$ cat config.mk
export PLATFORM = sky130hd
export DESIGN_NAME = imem_loader_flat
export DESIGN_NICKNAME = d
export VERILOG_FILES = /design/src/rtl/imem_loader_if.sv /design/src/rtl/imem_loader.sv /design/src/flat_wrapper.sv
export SDC_FILE = /design/constraint.sdc
export NUM_CORES = 1
export LEC_CHECK = 0
export BUFFER_PORTS_ARGS = -buffer_cell sky130_fd_sc_hd__buf_4
export CAP_MARGIN = 20
export CELL_PAD_IN_SITES_DETAIL_PLACEMENT = 0
export CELL_PAD_IN_SITES_GLOBAL_PLACEMENT = 1
export CORE_UTILIZATION = 45
export DETAILED_ROUTE_END_ITERATION = 10
export PLACE_DENSITY_LB_ADDON = 0.1
export SLEW_MARGIN = 20
export SYNTH_ARGS = -nofsm -noshare
export SYNTH_HDL_FRONTEND = slang
export SYNTH_SLANG_ARGS = --single-unit
$ cat constraint.sdc
create_clock -name clk -period 2.7 [get_ports clk]
set_input_delay 0.135 -clock clk [delete_from_list [all_inputs] [get_ports clk]]
set_output_delay 0.135 -clock clk [all_outputs]
set_load 0.03 [all_outputs]
$ cat src/rtl/imem_loader_if.sv
// Byte-stream input and instruction-memory write port of the boot loader.
// The slave modport is the loader; the master side is the stream source / memory.
interface imem_loader_if;
  logic        byte_valid;
  logic [7:0]  byte_data;
  logic        byte_ready;
  logic        imem_write_enable;
  logic [15:0] imem_write_address;
  logic [15:0] imem_write_data;
  logic        cpu_hold;
  logic        load_done;
  logic        load_error;

  modport slave (
    input  byte_valid,
    input  byte_data,
    output byte_ready,
    output imem_write_enable,
    output imem_write_address,
    output imem_write_data,
    output cpu_hold,
    output load_done,
    output load_error
  );

  modport master (
    output byte_valid,
    output byte_data,
    input  byte_ready,
    input  imem_write_enable,
    input  imem_write_address,
    input  imem_write_data,
    input  cpu_hold,
    input  load_done,
    input  load_error
  );
endinterface

$ cat src/rtl/imem_loader.sv
// Boot-time loader: parses A5 / length / big-endian payload / XOR frames and writes words
// into instruction memory, holding the CPU in reset until a frame checks out.
module imem_loader #(
  parameter int unsigned DEPTH          = 256,
  parameter logic [15:0] START_ADDRESS  = 16'h0000,
  parameter int unsigned TIMEOUT_CYCLES = 1024
) (
  input logic          clk,
  input logic          reset,
  imem_loader_if.slave bus
);

  localparam int unsigned   TW       = (TIMEOUT_CYCLES > 1) ? $clog2(TIMEOUT_CYCLES + 1) : 1;
  localparam logic [TW-1:0] TMO_LAST = (TIMEOUT_CYCLES == 0) ? '0 : TW'(TIMEOUT_CYCLES - 1);
  localparam bit            TMO_EN   = (TIMEOUT_CYCLES != 0);
  localparam logic [8:0]    DEPTH_W  = 9'(DEPTH);
  localparam logic [7:0]    HEADER   = 8'hA5;

  typedef enum logic [2:0] {
    StIdle,
    StLength,
    StDataHi,
    StDataLo,
    StCheck,
    StDone,
    StError
  } state_e;

  state_e        state_q;
  logic [7:0]    len_q;
  logic [8:0]    idx_q;
  logic [7:0]    hi_q;
  logic [7:0]    csum_q;
  logic [TW-1:0] tmo_q;
  logic          we_q;
  logic [15:0]   addr_q;
  logic [15:0]   data_q;
  logic          hold_q;
  logic          done_q;
  logic          err_q;

  logic       accept;
  logic       in_frame;
  logic [8:0] idx_inc;

  assign bus.byte_ready = ~reset;
  assign accept         = bus.byte_valid & ~reset;
  assign idx_inc        = idx_q + 9'd1;
  assign in_frame       = (state_q == StLength) || (state_q == StDataHi) ||
                          (state_q == StDataLo) || (state_q == StCheck);

  always_ff @(posedge clk or posedge reset) begin
    if (reset) begin
      state_q <= StIdle;
      len_q   <= '0;
      idx_q   <= '0;
      hi_q    <= '0;
      csum_q  <= '0;
      tmo_q   <= '0;
      we_q    <= 1'b0;
      addr_q  <= '0;
      data_q  <= '0;
      hold_q  <= 1'b1;
      done_q  <= 1'b0;
      err_q   <= 1'b0;
    end else begin
      we_q <= 1'b0;
      if (accept) begin
        tmo_q <= '0;
        unique case (state_q)
          StIdle, StDone, StError: begin
            // Non-header bytes outside a frame are dropped silently.
            if (bus.byte_data == HEADER) begin
              state_q <= StLength;
              hold_q  <= 1'b1;
              done_q  <= 1'b0;
              err_q   <= 1'b0;
              idx_q   <= '0;
              csum_q  <= '0;
            end
          end
          StLength: begin
            if (bus.byte_data == 8'd0 || {1'b0, bus.byte_data} > DEPTH_W) begin
              state_q <= StError;
              err_q   <= 1'b1;
            end else begin
              len_q   <= bus.byte_data;
              state_q <= StDataHi;
            end
          end
          StDataHi: begin
            hi_q    <= bus.byte_data;
            csum_q  <= csum_q ^ bus.byte_data;
            state_q <= StDataLo;
          end
          StDataLo: begin
            csum_q  <= csum_q ^ bus.byte_data;
            we_q    <= 1'b1;
            addr_q  <= START_ADDRESS + {7'd0, idx_q};
            data_q  <= {hi_q, bus.byte_data};
            idx_q   <= idx_inc;
            state_q <= (idx_inc == {1'b0, len_q}) ? StCheck : StDataHi;
          end
          StCheck: begin
            if (bus.byte_data == csum_q) begin
              state_q <= StDone;
              done_q  <= 1'b1;
              hold_q  <= 1'b0;
            end else begin
              state_q <= StError;
              err_q   <= 1'b1;
            end
          end
          default: begin
            state_q <= StIdle;
          end
        endcase
      end else if (in_frame && TMO_EN) begin
        // Fires on the TIMEOUT_CYCLES-th consecutive idle edge inside a frame.
        if (tmo_q == TMO_LAST) begin
          state_q <= StError;
          err_q   <= 1'b1;
          tmo_q   <= '0;
        end else begin
          tmo_q <= tmo_q + 1'b1;
        end
      end
    end
  end

  assign bus.imem_write_enable  = we_q;
  assign bus.imem_write_address = addr_q;
  assign bus.imem_write_data    = data_q;
  assign bus.cpu_hold           = hold_q;
  assign bus.load_done          = done_q;
  assign bus.load_error         = err_q;

endmodule

$ cat src/flat_wrapper.sv
// flat-port wrapper written by rule: the top's interface ports become plain ports
module imem_loader_flat 
#(
  parameter int unsigned DEPTH          = 256,
  parameter logic [15:0] START_ADDRESS  = 16'h0000,
  parameter int unsigned TIMEOUT_CYCLES = 1024
)
  (clk, reset, bus_byte_valid, bus_byte_data, bus_byte_ready, bus_imem_write_enable, bus_imem_write_address, bus_imem_write_data, bus_cpu_hold, bus_load_done, bus_load_error);
  imem_loader_if bus_i ();
  input logic clk;
  input logic reset;
  input wire logic [$bits(bus_i.byte_valid)-1:0] bus_byte_valid;
  input wire logic [$bits(bus_i.byte_data)-1:0] bus_byte_data;
  output wire logic [$bits(bus_i.byte_ready)-1:0] bus_byte_ready;
  output wire logic [$bits(bus_i.imem_write_enable)-1:0] bus_imem_write_enable;
  output wire logic [$bits(bus_i.imem_write_address)-1:0] bus_imem_write_address;
  output wire logic [$bits(bus_i.imem_write_data)-1:0] bus_imem_write_data;
  output wire logic [$bits(bus_i.cpu_hold)-1:0] bus_cpu_hold;
  output wire logic [$bits(bus_i.load_done)-1:0] bus_load_done;
  output wire logic [$bits(bus_i.load_error)-1:0] bus_load_error;
  assign bus_i.byte_valid = bus_byte_valid;
  assign bus_i.byte_data = bus_byte_data;
  assign bus_byte_ready = bus_i.byte_ready;
  assign bus_imem_write_enable = bus_i.imem_write_enable;
  assign bus_imem_write_address = bus_i.imem_write_address;
  assign bus_imem_write_data = bus_i.imem_write_data;
  assign bus_cpu_hold = bus_i.cpu_hold;
  assign bus_load_done = bus_i.load_done;
  assign bus_load_error = bus_i.load_error;
  imem_loader #(.DEPTH(DEPTH), .START_ADDRESS(START_ADDRESS), .TIMEOUT_CYCLES(TIMEOUT_CYCLES)) u_core (.clk(clk), .reset(reset), .bus(bus_i));
endmodule
==> summary.md <==
| Metric | Value |
|---|---|
| Status | `finished, final reports clean` |
| PwrDens | `942 nW/um^2` |
| Vias in the first global route | `2,676` |
| Layout Skew | `0.0153 ns` |
| Largest net degree at the start of global routing | `56` |
| Synth top area share | `0.485` |
| Grt ovf | `0` |
| Die X-Extent | `94.8 microns` |
| Antenna violations before repair | `0` |
| Gate Count Post-Synth | `371` |
| Non-Filler Instances | `519` |
| Sum Neg Setup Slack | `0 ns` |
| Vias/cell | `5.42` |
| Final nets | `422` |
| FILL cells | `768` |
| Leak | `0.00205 uW` |
| Die Y | `94.8 microns` |
| Worst-Skew Late Latency | `0.35 ns` |
| Main synth FF type | `dfrtp_1` |
| Hold_ws | `0.0861 ns` |
| Critical path class | `reg -> reg` |
| Sw frac | `0.382` |
| Number of buffers created by CTS | `9` |
| Total GRT Usage | `0.206` |
| TritonCTS clock tree | `yes` |
| Antenna-violating nets left | `0` |
| I/O pin count | `48` |
| Worst vdd ir | `0.608 mV` |
| P&R area growth vs syn | `15.1%` |
| Die ar. | `8980 sq um` |
| Layout cell share with drive strength beyond 1 | `0.283` |
| HP Class | `in -> reg` |
| # rows | `33` |
| P_int | `2600 uW` |
| Arr. time, crit path | `2.55 ns` |
| Post-DR wirelength/cell | `15.8 microns` |
| CTS root buffer | `clkbuf_8` |
| R2R depth | `7` |
| Synth area leaders | `dfrtp_1 48%, mux2_2 9.6%, nand2_1 4.7%` |
| Placed Cells | `502` |
| Cell taking the most area after synthesis | `dfrtp_1` |
| Post-CTS Setup Repair Bufs | `0` |
| Clk slew on worst S/H paths | `0.09 ns` |
| Synthesized area | `3870 sq um` |
| Startpoint types | `register` |
| Core area | `8260 sq um` |
| Comb power frac | `0.346` |
| Ys Warns | `0` |
| Min-Delay Path Depth | `3` |
| Setup ws final | `0.432 ns` |
| CTS Hold Bufs | `1` |
| First-pass GRT wire length | `14,000 microns` |
| Hold Vio Cnt, Final | `0` |
| Drt first pass iters | `4` |
| DPL Wire Length | `5510 microns` |
| Most frequent cell after synthesis | `dfrtp_1` |
| Async set or reset register ratio after synthesis | `1.00` |
| Critical Path RT | `2.98 ns` |
| Initial Util | `0.469` |
| Max Slew Vio Count | `0` |
| Synth cell types | `64` |
| Crit. End Element | `register` |
| Clock Power Share | `0.222` |
| Sequential share of power | `0.432` |
| Dpl ws | `0.451 ns` |
| Via count | `2,812` |
| Net switching power | `1600 uW` |
| Crit path max fanout | `10` |
| Tot Pwr | `4200 uW` |
| CTS resizes | `0` |
| Period utilisation layout | `0.840` |
| Port Buffers | `40` |
| Max Buffers Root-to-Sink | `2` |
| Minimum clock period | `2.27 ns` |
| DRT iter0 DRCs | `172` |
| Clk sink count | `76` |
| Max Clk Rate | `441 MHz` |
| Ant. Diodes | `0` |
| RSZ-0062 raised after global routing | `false` |
| Post-synth top cells | `75 x dfrtp_1, 48 x nand2_1, 33 x mux2_2, 31 x o21ai_0, 27 x nor2_1` |
| DR DRC count | `0` |
| Seq/Total Area, Yosys | `0.491` |
| Worst Max-Slew Pin Slew | `0.705 ns` |
| Drt total wl | `8190 microns` |
| Final setup violation count | `0` |
| Maximum capacitance violations | `0` |
| Final RePlAce weighted congestion | `0.806` |
| Rel. slew slack | `0.530` |
| H-tree depth | `3` |
| Syn Area/Cell | `10.4 sq um` |
| Flops & latches, synth | `76` |
| EDFF count, synth | `0` |
[kinds of logic after synthesis]
logic type               share of synthesized area
flip-flops                                   0.491
XOR/XNOR                                    0.0582
AO/OA/AOI/OAI                                0.128
buffers and inverters                       0.0430
other                                     0.000968
AND/OR/NAND/NOR                              0.176
adder cells (fa/ha/maj)                    0.00646
multiplexers                                0.0960
[flip-flops by register name (all words and copies together), names as in the netlist]
| name | flops |
|---|---|
| u_core.bus.load_done | 1 |
| u_core.len_q | 8 |
| u_core.state_q | 3 |
| u_core.tmo_q | 11 |
| u_core.bus.imem_write_data | 16 |
| u_core.bus.imem_write_enable | 1 |
| u_core.bus.imem_write_address | 9 |
| u_core.hi_q | 8 |
| u_core.idx_q | 9 |
| u_core.csum_q | 8 |
| u_core.bus.load_error | 1 |
| u_core.bus.cpu_hold | 1 |
[metrics by stage]
stage          area, sq um  utilization
5_1_grt               4460        0.540
3_5_place_dp          4240        0.513
4_1_cts               4460        0.540
2_1_floorplan         3890            -
6_report              4460        0.540
3_3_place_gp          4240        0.513
[final cells by class]
cell class                 count  area [sq um]  share of cell area
clock buffer                   9           124              0.0278
clock inverter                 7          87.6              0.0196
inverter                       2          8.76             0.00196
multi-input combinational    270          1830               0.409
sequential                    76          1900               0.427
tap                          105           131              0.0295
timing repair buffer          50           378              0.0848
[layout by cell type (no fill, tap or decap), types with 2 or more instances in the layout]
cell type / synthesis / final
o21ai_2: 2 / 2
a21boi_0: 2 / 2
a211oi_1: 2 / 2
xor2_1: 17 / 17
o211a_1: 2 / 2
nand2_1: 48 / 48
o21a_1: 2 / 2
mux2_2: 33 / 33
nand4_1: 5 / 5
nand3_1: 7 / 7
dfrtp_1: 75 / 75
or3_1: 2 / 2
nand2b_1: 6 / 6
nor2_1: 27 / 27
or2_2: 2 / 2
nor2_4: 2 / 2
clkbuf_8: 0 / 9
a31oi_1: 5 / 5
a21oi_1: 8 / 8
nor3_1: 4 / 4
inv_8: 0 / 2
buf_4: 9 / 49
conb_1: 1 / 7
and4_1: 4 / 4
ha_1: 2 / 2
nor2b_1: 3 / 3
o21ai_0: 31 / 31
nor4_1: 6 / 6
and3_1: 3 / 3
o41ai_1: 3 / 3
inv_6: 0 / 3
o211ai_1: 2 / 2
xnor2_1: 6 / 6
[metal layers]
metal,routed length (microns),part of all wire,global-route usage,up-vias
met5,0,0,0,-
met3,273,0.033,0.0338,9
met2,3570,0.44,0.287,61
met4,123,0.015,0.0859,0
met1,4230,0.52,0.312,1365
li1,-,-,-,1377
[critical path: stages (launching register included)]
cell       delay (ns)
dfrtp_1          0.40
ha_1             0.21
and4_1           0.27
nand3_2          0.14
o31ai_4          0.45
o21ai_2          0.17
a2111oi_2        0.36
o32a_2           0.20
[final timing paths]
kind                                  start                             end  slack, ns
setup / recovery            u_core.tmo_q[0]           u_core.bus.load_error       0.43
hold / removal             bus_byte_data[7]                u_core.csum_q[7]       0.09
setup reg to reg            u_core.tmo_q[0]           u_core.bus.load_error       0.43
hold reg to reg              u_core.hi_q[3]  u_core.bus.imem_write_data[11]       0.47
max in group asynchronous             reset   u_core.bus.imem_write_data[0]       1.35
min in group asynchronous             reset                 u_core.tmo_q[2]       0.32
[power by group through the flow]
| stage | clock (uW) | sequential [uW] | combinational, uW |
|---|---|---|---|
| 4_1_cts | 967 | 1810 | 1470 |
| 2_1_floorplan | 0 | 1980 | 887 |
| 6_report | 932 | 1820 | 1450 |
| 3_5_place_dp | 0 | 1830 | 1460 |
| 5_1_grt | 1020 | 1880 | 1600 |
| 3_3_place_gp | 0 | 1820 | 1440 |
Note: power is estimated with default switching activity, not from simulation.
